## config.mk

```make
export PLATFORM = sky130hd
export DESIGN_NAME = data_mem_dma
export DESIGN_NICKNAME = d
export VERILOG_FILES = /design/src/rtl/data_mem_dma.sv
export SDC_FILE = /design/constraint.sdc
export NUM_CORES = 1
export LEC_CHECK = 0
export BUFFER_PORTS_ARGS = -buffer_cell sky130_fd_sc_hd__buf_2
export CORE_MARGIN = 2
export CORE_UTILIZATION = 35
export DETAILED_ROUTE_END_ITERATION = 12
export GPL_TIMING_DRIVEN = 0
export PLACE_DENSITY = 0.63
export SKIP_CTS_REPAIR_TIMING = 1
export SLEW_MARGIN = 20
export SYNTH_ARGS = -nofsm -noshare
export SYNTH_HDL_FRONTEND = slang
export SYNTH_SLANG_ARGS = --single-unit
```

## constraint.sdc

```tcl
create_clock -name Clk -period 1.85 [get_ports Clk]
set_clock_uncertainty 0.1 [all_clocks]
set_input_delay 0 -clock Clk [delete_from_list [all_inputs] [get_ports Clk]]
set_output_delay 0 -clock Clk [all_outputs]
set_load 0.01 [all_outputs]
```

## src/rtl/data_mem_dma.sv

```systemverilog
// data_mem_dma: byte-sequential DMA copy engine sharing DataMem with the processor port.
// Optional fill mode is built in only when the DMA_FILL_EN macro is defined.
module data_mem_dma #(
  parameter int ADDR_W = 8
) (
  input  logic              Clk,
  input  logic              Reset,
  input  logic              Start,
  input  logic              Mode,
  input  logic [ADDR_W-1:0] SrcAddr,
  input  logic [ADDR_W-1:0] DstAddr,
  input  logic [7:0]        Length,
  input  logic [7:0]        FillValue,
  input  logic              Abort,
  input  logic [ADDR_W-1:0] CoreAddr,
  input  logic [7:0]        CoreDataIn,
  input  logic              CoreWriteEn,
  output logic [7:0]        CoreDataOut,
  output logic              CoreStall,
  output logic [ADDR_W-1:0] MemAddress,
  output logic [7:0]        MemDataIn,
  output logic              MemWriteEn,
  input  logic [7:0]        MemDataOut,
  output logic              Busy,
  output logic              Done
);

  typedef enum logic [1:0] {IDLE, READ, WRITE, DONE} dmaState_t;

  dmaState_t         state, nextState;
  logic [ADDR_W-1:0] src, dst;
  logic [7:0]        count;
  logic [7:0]        buffer;
  logic              startFill;
  logic              activeFill;
  logic [7:0]        writeData;

`ifdef DMA_FILL_EN
  logic       fillMode;
  logic [7:0] fillVal;

  assign startFill  = Mode;
  assign activeFill = fillMode;
  assign writeData  = fillMode ? fillVal : buffer;
`else
  logic unusedFill;

  // Copy-only build: the fill controls are deliberately left unconnected.
  assign unusedFill = ^{Mode, FillValue};
  assign startFill  = 1'b0;
  assign activeFill = 1'b0;
  assign writeData  = buffer;
`endif

  always_ff @(posedge Clk or negedge Reset) begin
    if (!Reset) state <= IDLE;
    else        state <= nextState;
  end

  always_comb begin
    nextState = state;
    unique case (state)
      IDLE: begin
        if (Start && !Abort) begin
          if (Length == 8'd0)  nextState = DONE;
          else if (startFill)  nextState = WRITE;
          else                 nextState = READ;
        end
      end
      READ:  nextState = Abort ? IDLE : WRITE;
      WRITE: begin
        if (Abort)                nextState = IDLE;
        else if (count == 8'd1)   nextState = DONE;
        else if (activeFill)      nextState = WRITE;
        else                      nextState = READ;
      end
      DONE:  nextState = IDLE;
    endcase
  end

  // Memory port belongs to the processor only in IDLE; otherwise the engine owns it.
  always_comb begin
    MemAddress = CoreAddr;
    MemDataIn  = CoreDataIn;
    MemWriteEn = 1'b0;
    unique case (state)
      IDLE: MemWriteEn = CoreWriteEn & Reset;
      READ: begin
        MemAddress = src;
        MemDataIn  = buffer;
      end
      WRITE: begin
        MemAddress = dst;
        MemDataIn  = writeData;
        MemWriteEn = ~Abort;
      end
      DONE: begin
        MemAddress = dst;
        MemDataIn  = buffer;
      end
    endcase
  end

  assign Busy        = (state != IDLE);
  assign CoreStall   = Busy;
  assign Done        = (state == DONE);
  assign CoreDataOut = MemDataOut;

  always_ff @(posedge Clk or negedge Reset) begin
    if (!Reset) begin
      src    <= '0;
      dst    <= '0;
      count  <= '0;
      buffer <= '0;
`ifdef DMA_FILL_EN
      fillMode <= 1'b0;
      fillVal  <= '0;
`endif
    end else begin
      case (state)
        IDLE: begin
          if (Start && !Abort) begin
            src   <= SrcAddr;
            dst   <= DstAddr;
            count <= Length;
`ifdef DMA_FILL_EN
            fillMode <= Mode;
            fillVal  <= FillValue;
`endif
          end
        end
        READ: begin
          if (!Abort) buffer <= MemDataOut;
        end
        WRITE: begin
          if (!Abort) begin
            src   <= src + ADDR_W'(1);
            dst   <= dst + ADDR_W'(1);
            count <= count - 8'd1;
          end
        end
        default: ;
      endcase
    end
  end

endmodule
```

After elaboration in Yosys (flattened, before gate mapping) --
Index checks and enable logic that the tools add are counted.
Storage, ports and cells: flip-flop bits (word level) 34, input bits 62, output and inout bits 28
Cells by class: add/subtract/negate cells 3, equal/unequal tests 6, multiplexer cells 18, bitwise logic cells 2, reduce and logical (&&, ||, !) cells 10
Operator list (number):
- 8-bit case mux with 2 select lines | 4
- 8-bit two-way mux | 7
- 8-bit by 1-bit adder with 8-bit output (second input constant) | 2
- 2-bit two-way mux | 5
- 8-bit by 1-bit == test with 1-bit output (second input constant) | 1
- 8-bit zero test | 1
- 2-bit case mux with 4 select lines | 1
- 8-bit by 1-bit subtractor with 8-bit output (second input constant) | 1
- 2-bit == test (second input constant) | 2
- 2-bit inequality test (second input constant) | 2
- 2-bit nonzero test | 2
- 3-bit AND reduction | 1
- 3-bit OR reduction | 1
- 2-bit by 1-bit == test with 1-bit output (second input constant) | 1
- 2-bit zero test | 1
- 1-bit case mux with 2 select lines | 1
- 2-bit AND reduction | 1
- 2-bit OR reduction | 1
- 1-bit AND | 1
- 1-bit logical AND | 1
- 1-bit zero test | 1
- 1-bit inverter | 1

Logic depth before layout (Yosys ltp) --
Gate-level depths: netlist of run 1.
depth in word-level cells 4, mapped depth 7

Least setup slack after synthesis of run 1 --
No wires, ideal clock.
kind register -> register, start point reg state[0], end point reg count[4], library setup time 0.129 ns, arrival 1.254 ns, data required time 1.621 ns, path slack 0.367 ns, cell stages (with the launch flop) 6, period minus slack after synthesis 1.483 ns, cells stage by stage dfrtp_1 or3_1 buf_2 buf_6 o21ai_0 o21ai_0
On the way: cells in the longest elaborated chain, start to end 3
Ends and longest elaborated chain:
- start, declared | line 30 | dmaState_t state, nextState;
- start signal, assigned | line 57 | else state <= nextState;
- 2-bit == test / 2-bit zero test (equally long branches) | line 120 | case (state)
- 2-bit inequality test (no line) / 2-bit nonzero test (equally long branches)
- 3-bit AND reduction (no line)
- end signal, assigned | line 125 | count <= Length;
- end signal, assigned | line 139 | count <= count - 8'd1;
- end, declared | line 32 | logic [7:0] count;
Several ways; a longest one is shown, not always the timed one. A chain may end at the register's enable or synchronous reset.

Worst setup path after layout of run 1 --
start point reg state[1], end point out MemDataIn[1]
On the way: cells in the longest elaborated chain, start to end 3
Ends and longest elaborated chain:
- 2-bit == test / 2-bit by 1-bit == test with 1-bit output (equally long branches) | line 86 | unique case (state)
- 3-bit OR reduction (no line) (*)
- 8-bit two-way mux (*) | line 86
- end, declared | line 21 | output logic [7:0] MemDataIn,
Mark *: on every way between the ends. The rest lies on a longest branch, timed or not.

==> results of run 1 <==
==> layer usage <==
metal,share of wire,track usage,vias to the layer above,wire length [um]
met2,0.51,0.3087,75,3362
met1,0.43,0.2378,1051,2829
met5,0,0,-,0
met3,0.050,0.02883,7,332
li1,-,-,1128,-
met4,0.0082,0.05812,0,54
==> area by class of cell <==
| cell class | count | area share |
|---|---|---|
| Buffer | 23 | 0.05147 |
| Clock buffer | 7 | 0.02492 |
| Inverter | 5 | 0.007761 |
| Multi-Input combinational cell | 189 | 0.3852 |
| Sequential cell | 34 | 0.2778 |
| Tap cell | 75 | 0.03064 |
| Timing Repair Buffer | 108 | 0.2222 |
==> synth_stat cells (all sizes together) <==
cell / number
nand3: 14
nor2b: 2
o22a: 3
clkinv: 1
o21ai: 26
inv: 4
ha: 4
o211ai: 2
a31oi: 6
o22ai: 7
clkbuf: 4
nand2b: 5
o21a: 2
nand2: 26
a2bb2oi: 4
nor3: 2
a21oi: 26
nor4: 3
dfrtp: 34
and3: 2
and2: 4
mux2i: 8
buf: 19
nor3b: 2
mux2: 17
nor2: 15
a32oi: 1
nand4: 4
or3b: 2
or3: 1
==> sequential cells by signal, summed over array words and instances, names as in the netlist <==
| signal | cells |
|---|---|
| buffer | 8 |
| count | 8 |
| dst | 8 |
| src | 8 |
| state | 2 |
==> worst max-delay path, delay by kind of cell (launching register included) <==
family | cells | cell delay (ns)
and+or+nand+nor | 1 | 0.27
buffers and inverters | 2 | 0.37
DFF | 1 | 0.42
muxes | 1 | 0.37
==> kinds of logic (layout without fill, tap and decap cells) <==
family / count (synthesis) / in the layout / share of synthesized area
AND/OR/NAND/NOR: 82 / 83 / 0.1847
AO/OA/AOI/OAI: 77 / 77 / 0.2012
buffers and inverters: 28 / 143 / 0.07981
flip-flops: 34 / 34 / 0.3877
adder cells (fa/ha/maj): 4 / 4 / 0.02281
multiplexers: 25 / 25 / 0.1237
==> how the worst min path moves through the flow <==
stage,depth (start not counted),to,slack [ns]
detailed placement,1,src[4],0.03
global placement,1,src[4],0.04
global route,1,src[4],-0.25
CTS,1,src[4],-0.28
floorplan,0,buffer[0],-0.40
finish,1,src[4],-0.31
==> power groups by stage <==
stage | combinational, mW | clock [mW] | sequential [mW]
5_1_grt | 0.837 | 0.560 | 1.10
3_3_place_gp | 0.686 | 0 | 1.07
4_1_cts | 0.701 | 0.528 | 1.06
3_5_place_dp | 0.699 | 0 | 1.08
6_report | 0.749 | 0.512 | 1.07
2_1_floorplan | 0.475 | 0 | 1.03
==> per-stage QoR <==
step / hold slack [ns] / worst slack (ns) / TNS (ns)
after floorplan: -0.3956 / 0.3671 / 0
after global placement: 0.03836 / 0.08230 / 0
after detailed placement: 0.02886 / 0.07282 / 0
after CTS: -0.2828 / -0.2489 / -2.559
after global routing: -0.2484 / -0.04985 / -0.3711
final: -0.3141 / 0.03965 / 0
==> results.txt, run 1 <==
----------------------------------------------------
[Outcome]
  Run status ... complete, but fails checks
  Violations in the final reports ... negative hold slack

[Hold path]
  HP Class ... input port to async pin

[Layout]
  Final non-filler cell total ... 441
  Fill cells ... 585
  NumNets Final ... 432
  Post-synthesis to final-layout area growth ... 39.57%
  Sequential cell area in the final layout ... 850.8 um^2
  Commonest non-fill, non-tap cell in the layout ... sky130_fd_sc_hd__buf_2
  Final antenna diode count ... 0
  Final standard cell area without fillers ... 3063 um^2
  Proportion of layout cells with a drive suffix above 1 ... 0.3552
  Final core occ ... 0.5113
  Area of the multi-input gates ... 1180 um^2
  Top library cells by usage in the layout, fill and taps aside ... sky130_fd_sc_hd__buf_2, sky130_fd_sc_hd__dfrtp_1, sky130_fd_sc_hd__dlygate4sd3_1

[Logic synthesis]
  Syn nets ... 316
  Cell area after technology mapping ... 2195 um^2
  Share of the synthesized area in the top cell type ... 0.3877
  Synth cell types ... 34
  Post-Synthesis Cells ... 250
  Fraction of the yosys area taken by sequential cells ... 0.3877
  Yosys warnings ... 0
  #FFs+latches synth ... 34
  Largest area contributor in the synthesized netlist ... sky130_fd_sc_hd__dfrtp_1
  Avg Inst Size Synth ... 8.778 um^2
  Top area cells in the synthesized netlist ... sky130_fd_sc_hd__dfrtp_1, sky130_fd_sc_hd__mux2_2, sky130_fd_sc_hd__a21oi_1, sky130_fd_sc_hd__o21ai_0, sky130_fd_sc_hd__nand2_1

[Worst setup path]
  Most frequent cell on the critical path ... sky130_fd_sc_hd__buf_2
  Slack of the worst reg-to-reg path ... 0.06 ns
  Required time worst endpoint ... 1.75 ns
  Crit-path cells ... buf_2 > nor2_2 > mux2_2 > buf_2
  Worst setup path class ... flop to primary output
  Worst r2r dst ... count[4]
  Critical Path End ... MemDataIn[1]
  Data arrival time of the worst path ... 1.71 ns
  Crit start category ... flop
  Biggest cell delay along the critical path ... 0.42 ns
  Type of element capturing the critical path ... primary output
  Worst R2R Start ... state[0]
  Number of cell instances on the worst register-to-register path ... 5
  Max stage delay cell, worst path ... sky130_fd_sc_hd__dfrtp_1
  Crit path max fanout ... 11
  Critical path startpoint ... state[1]

[Global routing]
  Aggregate global-route resource usage ... 0.1821
  Number of global-route vias before repair ... 2062
  Antenna violations before repair ... 0
  Total gr overflow ... 0
  Wire length of the first global-routing pass ... 10210 um
  Largest net degree at the start of global routing ... 36

[STA]
  Setup repair after global routing missed its margin ... true
  Shortest clock period the worst path allows after layout ... 1.810 ns
  Share of the clock period used by the worst path ... 0.9786
  Worst hold slack ... -0.3141 ns
  Achievable clock frequency ... 552.4 MHz
  Number of hold violations in the final report ... 37
  Transition time at the pin with the least slew margin ... 0.7827 ns
  Number of setup violations in the final report ... 0
  Slew headroom ... 0.4782
  Count of pins over their slew limit ... 0

[Floorplan]
  Die X-Extent ... 83.19 um
  Cell row count ... 28
  Die Area ... 6920 um^2
  Num ports ... 90
  Std-Cell Core Area ... 5991 um^2
  Die Y ... 83.19 um
  Initial core utilization ... 0.3663

[Pwr]
  Internal ... 1.547 mW
  Clock power frac ... 0.220
  Comb pwr share ... 0.321
  Total power ... 2.330 mW
  Net load switching power ... 0.7834 mW
  Worst IR drop on VDD ... 0.0004780 V
  Switching part of the total ... 0.3362
  Leakage power ... 1.377 nW
  Fraction of power consumed by sequential logic ... 0.459
  Power density over the cells ... 760.8 nW/um^2

[Placed design]
  Count of buffers inserted at the top-level ports ... 80
  Placement Cell Area ... 2689 um^2
  GPL Wtd Cong ... 0.8171
  Dpl cells ... 405
  Final HPWL DP ... 4651 um

[Route]
  Post-detailed-routing wire length ... 6579 um
  Iter 0 DRT Violations ... 153
  DRC violation count after routing ... 0
  Number of nets with antenna violations after detailed routing ... 0
  Total via count after detailed routing ... 2261
  Pre-antenna DRT Iters ... 4
  Wire per inst ... 14.92 um
  Avg Vias per Cell ... 5.127

[Clock network]
  Clock tree from TritonCTS ... done
  Total clock sinks ... 34
  CTS buffer count ... 5
  H-tree depth ... 2
  Bufs on Longest Clock Path ... 2
  Cell at the root of the clock tree ... sky130_fd_sc_hd__clkbuf_8
  Clock-pin transition on the worst setup and hold timing paths ... 0.07 ns
  Latest clock arrival within the worst-skew pair ... 0.29 ns

[Run]
  Total of max-cap violations ... 0

----------------------------------------------------
No activity file was read; power rests on OpenSTA's default activity.
==> run 2: changes to the inputs <==
CELL_PAD_IN_SITES_DETAIL_PLACEMENT = 0   (was unset)
CELL_PAD_IN_SITES_GLOBAL_PLACEMENT = 1   (was unset)
PLACE_DENSITY = 0.83   (was 0.63)
==> run 2 against run 1 <==
  * The run still ends with negative hold slack left
  * Critical path depth rose by 1
  * Cell count is 0.68% higher
  * Via count rose by 1.0%
  * Sequential power hardly changed
  * Clock-buffer cell count decreased by 2
==> results.txt, run 2 (synthesis gave the netlist of run 1 again) <==
----------------------------------------------------
[Clock network]
  Cell at the root of the clock tree ... sky130_fd_sc_hd__clkbuf_8
  Total clock sinks ... 34 (unchanged)
  Clock tree from TritonCTS ... done
  Clock-pin transition on the worst setup and hold timing paths ... 0.07 ns (about the same)
  Latest clock arrival within the worst-skew pair ... 0.29 ns (about the same)
  H-tree depth ... 2 (unchanged)
  Bufs on Longest Clock Path ... 2 (unchanged)
  CTS buffer count ... 5 (unchanged)

[Floorplan]
  Std-Cell Core Area ... 5991 um^2 (unchanged)
  Die Y ... 83.19 um (unchanged)
  Initial core utilization ... 0.3663 (unchanged)
  Num ports ... 90 (unchanged)
  Die Area ... 6920 um^2 (unchanged)
  Die X-Extent ... 83.19 um (unchanged)
  Cell row count ... 28 (unchanged)

[Worst setup path]
  Data arrival time of the worst path ... 1.67 ns (-0.04 ns)
  Crit path max fanout ... 10 (-1)
  Worst r2r dst ... count[3]
  Worst setup path class ... flop to primary output
  Crit start category ... flop
  Slack of the worst reg-to-reg path ... 0.13 ns (+0.07 ns)
  Number of cell instances on the worst register-to-register path ... 5 (unchanged)
  Type of element capturing the critical path ... primary output
  Critical Path End ... MemDataIn[5]
  Required time worst endpoint ... 1.75 ns (about the same)
  Worst R2R Start ... state[0]
  Critical path startpoint ... state[1]

[Outcome]
  Run status ... complete, but fails checks
  Violations in the final reports ... negative hold slack

[Pwr]
  Power density over the cells ... 762.1 nW/um^2 (+0.17%)
  Leakage power ... 1.406 nW (+2.1%)
  Total power ... 2.369 mW (+1.6%)
  Worst IR drop on VDD ... 0.0003725 V (-22%)

[Route]
  Post-detailed-routing wire length ... 6804 um (+3.4%)
  Avg Vias per Cell ... 5.144 (+0.33%)
  Number of nets with antenna violations after detailed routing ... 0 (unchanged)
  DRC violation count after routing ... 0 (unchanged)
  Wire per inst ... 15.32 um (+2.7%)
  Total via count after detailed routing ... 2284 (+1.0%)
  Iter 0 DRT Violations ... 120 (-22%)
  Pre-antenna DRT Iters ... 5 (+1)

[Global routing]
  Largest net degree at the start of global routing ... 36 (unchanged)
  Aggregate global-route resource usage ... 0.1886 (+0.006419)
  Antenna violations before repair ... 0 (unchanged)
  Number of global-route vias before repair ... 2108 (+2.2%)
  Total gr overflow ... 0 (unchanged)
  Wire length of the first global-routing pass ... 10550 um (+3.4%)

[Layout]
  Final standard cell area without fillers ... 3108 um^2 (+1.5%)
  Proportion of layout cells with a drive suffix above 1 ... 0.3604 (+0.005242)
  Final antenna diode count ... 0 (unchanged)
  Final non-filler cell total ... 444 (+0.68%)
  Commonest non-fill, non-tap cell in the layout ... sky130_fd_sc_hd__buf_2
  NumNets Final ... 435 (+0.69%)
  Top library cells by usage in the layout, fill and taps aside ... sky130_fd_sc_hd__buf_2, sky130_fd_sc_hd__dfrtp_1, sky130_fd_sc_hd__dlygate4sd3_1
  Post-synthesis to final-layout area growth ... 41.62%

[STA]
  Number of setup violations in the final report ... 0 (unchanged)
  Setup repair after global routing missed its margin ... false
  Transition time at the pin with the least slew margin ... 0.7997 ns (+0.01700 ns)
  Shortest clock period the worst path allows after layout ... 1.772 ns (-0.03840 ns)
  Count of pins over their slew limit ... 0 (unchanged)
  Worst hold slack ... -0.3101 ns (+0.003985 ns)
  Share of the clock period used by the worst path ... 0.9578 (-0.02076)
  Number of hold violations in the final report ... 36 (-2.7%)
  Setup slack of the critical path after layout ... 0.07805 ns (+0.03840 ns)
  Slew headroom ... 0.4668 (-0.01134)
  Achievable clock frequency ... 564.4 MHz (+2.2%)

[Placed design]
  Dpl cells ... 405 (unchanged)
  GPL Wtd Cong ... 0.7855 (-3.9%)
  Count of buffers inserted at the top-level ports ... 80 (unchanged)
  Placement Cell Area ... 2689 um^2 (unchanged)
  Final HPWL DP ... 4680 um (+0.60%)
  Post-Place Setup Slack ... 0.04724 ns (-0.02558 ns)

[Hold path]
  HP Class ... input port to async pin

[Run]
  Total of max-cap violations ... 0 (unchanged)

----------------------------------------------------
run 2: cell types whose count changed in the layout (fill, tap and decap cells not counted), sizes merged:
| cell | before | now |
|---|---|---|
| clkbuf | 11 | 8 |
| nor2 | 16 | 15 |
| buf | 99 | 101 |
| dlygate4sd3 | 28 | 31 |
| clkinv | 1 | 3 |
run 2: how the worst min path moves through the flow:
stage	endpoint	depth (start not counted)	from	slack (ns)
finish	src[5]	1	Reset	-0.31
CTS	dst[4]	1	Reset	-0.27
detailed placement	dst[4]	1	Reset	0.05
global placement	src[5]	1	Reset	0.04
global route	count[6]	1	Reset	-0.24
floorplan	buffer[0]	0	Reset	-0.40
run 2: final cells by class:
class | instances | area, um^2
Buffer | 23 | 156.4
Timing Repair Buffer | 112 | 730.7
Sequential cell | 34 | 850.8
Multi-Input combinational cell | 188 | 1174
Fill cell | 594 | 2883
Inverter | 5 | 23.77
Clock inverter | 2 | 10.01
Clock buffer | 5 | 68.82
Tap cell | 75 | 93.84
run 2: per-stage QoR:
step / util / TNS (ns)
final: 0.5188 / 0
after CTS: 0.4620 / -2.796
after floorplan: - / 0
after global routing: 0.5188 / 0
after global placement: 0.4488 / 0
after detailed placement: 0.4488 / 0
run 2: power by group:
group / total, mW / switching [mW] / internal, mW
logic: 0.764 / 0.367 / 0.397
registers: 1.07 / 0.166 / 0.901
clock network: 0.538 / 0.285 / 0.253
total: 2.37 / 0.818 / 1.55
run 2: layer usage:
layer,global-route usage,up-vias,share of wire
met3,0.03181,11,0.047
met2,0.3152,82,0.50
met4,0.05961,0,0.016
li1,-,1136,-
met1,0.2488,1055,0.43
met5,0,-,0
run 2: worst max-delay path: stages (launching register included):
cell	delay, ns
sky130_fd_sc_hd__dfrtp_1	0.43
sky130_fd_sc_hd__buf_2	0.22
sky130_fd_sc_hd__nor2_4	0.12
sky130_fd_sc_hd__buf_12	0.14
sky130_fd_sc_hd__mux2_2	0.33
sky130_fd_sc_hd__buf_2	0.14
==> run 3: changes to the inputs <==
BUFFER_PORTS_ARGS = -buffer_cell sky130_fd_sc_hd__clkbuf_2   (was -buffer_cell sky130_fd_sc_hd__buf_2)
==> run 3 against run 2 <==
  * The run still ends with negative hold slack left
  * Power increased by 14%
  * Sequential share of layout area down 0.36 points
  * Worst setup slack improved by 0.013 ns
  * Global-route usage shrank 0.27 points
  * Sequential power is essentially flat
  * Largest cell class unchanged
  * Cell area is 1.3% higher
  * Critical path depth unchanged
  * Fmax increased by 0.75%
  * Combinational power is 1% lower
  * Wire length down 3.6%
==> results.txt, run 3 (synthesis gave the netlist of run 1 again) <==
----------------------------------------------------
[Worst setup path]
  Critical Path End ... MemDataIn[7]
  Worst r2r dst ... dst[3]
  Slack of the worst reg-to-reg path ... 0.12 ns (about the same)
  Critical path startpoint ... state[1]
  Crit path max fanout ... 10 (unchanged)
  Max stage delay cell, worst path ... sky130_fd_sc_hd__dfrtp_1
  Data arrival time of the worst path ... 1.66 ns (about the same)
  Worst setup path class ... flop to primary output
  Total buffers and inverters traversed by the critical path ... 3 (unchanged)
  Biggest cell delay along the critical path ... 0.42 ns (about the same)
  Type of element capturing the critical path ... primary output
  Worst R2R Start ... state[0]
  Number of cells on the critical path ... 5 (unchanged)
  Crit-path cells ... buf_2 > nor2_4 > buf_4 > mux2_2 > clkbuf_2
  Number of cell instances on the worst register-to-register path ... 5 (unchanged)
  Required time worst endpoint ... 1.75 ns (about the same)
  Crit start category ... flop
  Crit path max-delay family ... buffers and inverters

[Global routing]
  Number of global-route vias before repair ... 2147 (+1.9%)
  Antenna violations before repair ... 0 (unchanged)
  Aggregate global-route resource usage ... 0.1859 (-0.002685)
  Largest net degree at the start of global routing ... 36 (unchanged)
  Total gr overflow ... 0 (unchanged)
  Wire length of the first global-routing pass ... 10370 um (-1.7%)

[Pwr]
  Worst IR drop on VDD ... 0.0004996 V (+34%)
  Comb pwr share ... 0.279 (-0.043)
  Clock power frac ... 0.324 (+0.097)
  Total power ... 2.696 mW (+14%)
  Fraction of power consumed by sequential logic ... 0.397 (-0.054)
  Leakage power ... 1.439 nW (+2.3%)
  Net load switching power ... 0.8293 mW (+1.4%)
  Power density over the cells ... 856.0 nW/um^2 (+12%)
  Internal ... 1.866 mW (+20%)
  Switching part of the total ... 0.3076 (-0.03777)

[Placed design]
  Final HPWL DP ... 4651 um (-0.61%)
  Post-Place Setup Slack ... 0.07254 ns (+0.02530 ns)
  Count of buffers inserted at the top-level ports ... 80 (unchanged)
  Dpl cells ... 405 (unchanged)
  GPL Wtd Cong ... 0.7893 (+0.48%)
  Placement Cell Area ... 2689 um^2 (unchanged)

[Clock network]
  CTS buffer count ... 5 (unchanged)
  Bufs on Longest Clock Path ... 2 (unchanged)
  H-tree depth ... 2 (unchanged)
  Clock-pin transition on the worst setup and hold timing paths ... 0.08 ns (about the same)
  Total clock sinks ... 34 (unchanged)
  Cell at the root of the clock tree ... sky130_fd_sc_hd__clkbuf_8
  Clock tree from TritonCTS ... done
  Latest clock arrival within the worst-skew pair ... 0.29 ns (about the same)

[STA]
  Setup slack of the critical path after layout ... 0.09132 ns (+0.01327 ns)
  Transition time at the pin with the least slew margin ... 0.8736 ns (+0.07387 ns)
  Share of the clock period used by the worst path ... 0.9506 (-0.007173)
  Shortest clock period the worst path allows after layout ... 1.759 ns (-0.01327 ns)
  Achievable clock frequency ... 568.6 MHz (+0.75%)
  Worst hold slack ... -0.2877 ns (+0.02245 ns)
  Count of pins over their slew limit ... 0 (unchanged)
  Setup repair after global routing missed its margin ... false
  Slew headroom ... 0.4176 (-0.04925)
  Number of hold violations in the final report ... 38 (+5.6%)
  Number of setup violations in the final report ... 0 (unchanged)

[Outcome]
  Violations in the final reports ... negative hold slack
  Run status ... complete, but fails checks

[Route]
  Iter 0 DRT Violations ... 148 (+23%)
  Post-detailed-routing wire length ... 6561 um (-3.6%)
  Total via count after detailed routing ... 2275 (-0.39%)
  Wire per inst ... 14.78 um (-3.6%)
  DRC violation count after routing ... 0 (unchanged)
  Number of nets with antenna violations after detailed routing ... 0 (unchanged)
  Avg Vias per Cell ... 5.124 (-0.39%)
  Pre-antenna DRT Iters ... 4 (-1)

[Layout]
  Final standard cell area without fillers ... 3149 um^2 (+1.3%)
  Area of the multi-input gates ... 1174 um^2 (unchanged)
  Fill cells ... 566 (-4.7%)
  Commonest non-fill, non-tap cell in the layout ... sky130_fd_sc_hd__clkbuf_2
  Final non-filler cell total ... 444 (unchanged)
  Sequential cell area in the final layout ... 850.8 um^2 (unchanged)
  NumNets Final ... 434 (-0.23%)
  Proportion of layout cells with a drive suffix above 1 ... 0.3659 (+0.005420)
  Top library cells by usage in the layout, fill and taps aside ... sky130_fd_sc_hd__clkbuf_2, sky130_fd_sc_hd__dfrtp_1, sky130_fd_sc_hd__dlygate4sd3_1
  Post-synthesis to final-layout area growth ... 43.50%
  Final antenna diode count ... 0 (unchanged)

[Run]
  Total of max-cap violations ... 0 (unchanged)

[Floorplan]
  Die X-Extent ... 83.19 um (unchanged)
  Die Area ... 6920 um^2 (unchanged)
  Die Y ... 83.19 um (unchanged)
  Std-Cell Core Area ... 5991 um^2 (unchanged)
  Cell row count ... 28 (unchanged)
  Initial core utilization ... 0.3663 (unchanged)
  Num ports ... 90 (unchanged)

[Hold path]
  HP Class ... input port to async pin

----------------------------------------------------
[run 3: layout make-up]
cell class | instances | share of cell area
plain buffers | 23 | 0.05046
inverters | 5 | 0.007549
multi-input cells | 188 | 0.3727
flip-flops and latches | 34 | 0.2702
repair buffers | 111 | 0.2241
clock buffers | 6 | 0.02622
clock inverters | 2 | 0.01907
well taps | 75 | 0.02980
[run 3: worst reg2reg max path, stage by stage, from the launching register on]
cell	delay [ns]
sky130_fd_sc_hd__dfrtp_1	0.45
sky130_fd_sc_hd__or3_1	0.39
sky130_fd_sc_hd__buf_2	0.19
sky130_fd_sc_hd__clkinv_4	0.11
sky130_fd_sc_hd__buf_2	0.26
sky130_fd_sc_hd__a21oi_1	0.10
[run 3: how the worst min path moves through the flow]
stage	startpoint	end	slack (ns)	cells after the start
2_1_floorplan	Reset	buffer[0]	-0.40	0
3_3_place_gp	Reset	src[5]	0.07	1
3_5_place_dp	Reset	src[4]	0.07	1
4_1_cts	Reset	count[3]	-0.24	1
5_1_grt	Reset	state[0]	-0.21	1
6_report	Reset	src[5]	-0.29	1
[run 3: routing by layer]
metal / global-route usage / share of wire / vias up
li1: - / - / 1138
met1: 0.2477 / 0.45 / 1065
met2: 0.3087 / 0.50 / 65
met3: 0.03479 / 0.040 / 7
met4: 0.05216 / 0.014 / 0
met5: 0 / 0 / -
[run 3: power groups by stage]
stage               Combinational [mW]  Sequential, mW  Clock, mW
CTS                              0.702            1.06      0.884
detailed placement               0.699            1.08          0
finish                           0.753            1.07      0.873
global route                     0.845            1.10      0.918
global placement                 0.694            1.07          0
floorplan                        0.475            1.03          0
[run 3: stage by stage]
| step | utilization | hold slack (ns) | setup TNS [ns] |
|---|---|---|---|
| 4_1_cts | 0.4726 | -0.2393 | -2.570 |
| 2_1_floorplan | - | -0.3956 | 0 |
| 3_3_place_gp | 0.4488 | 0.07445 | 0 |
| 3_5_place_dp | 0.4488 | 0.07064 | 0 |
| 6_report | 0.5257 | -0.2877 | 0 |
| 5_1_grt | 0.5257 | -0.2054 | 0 |
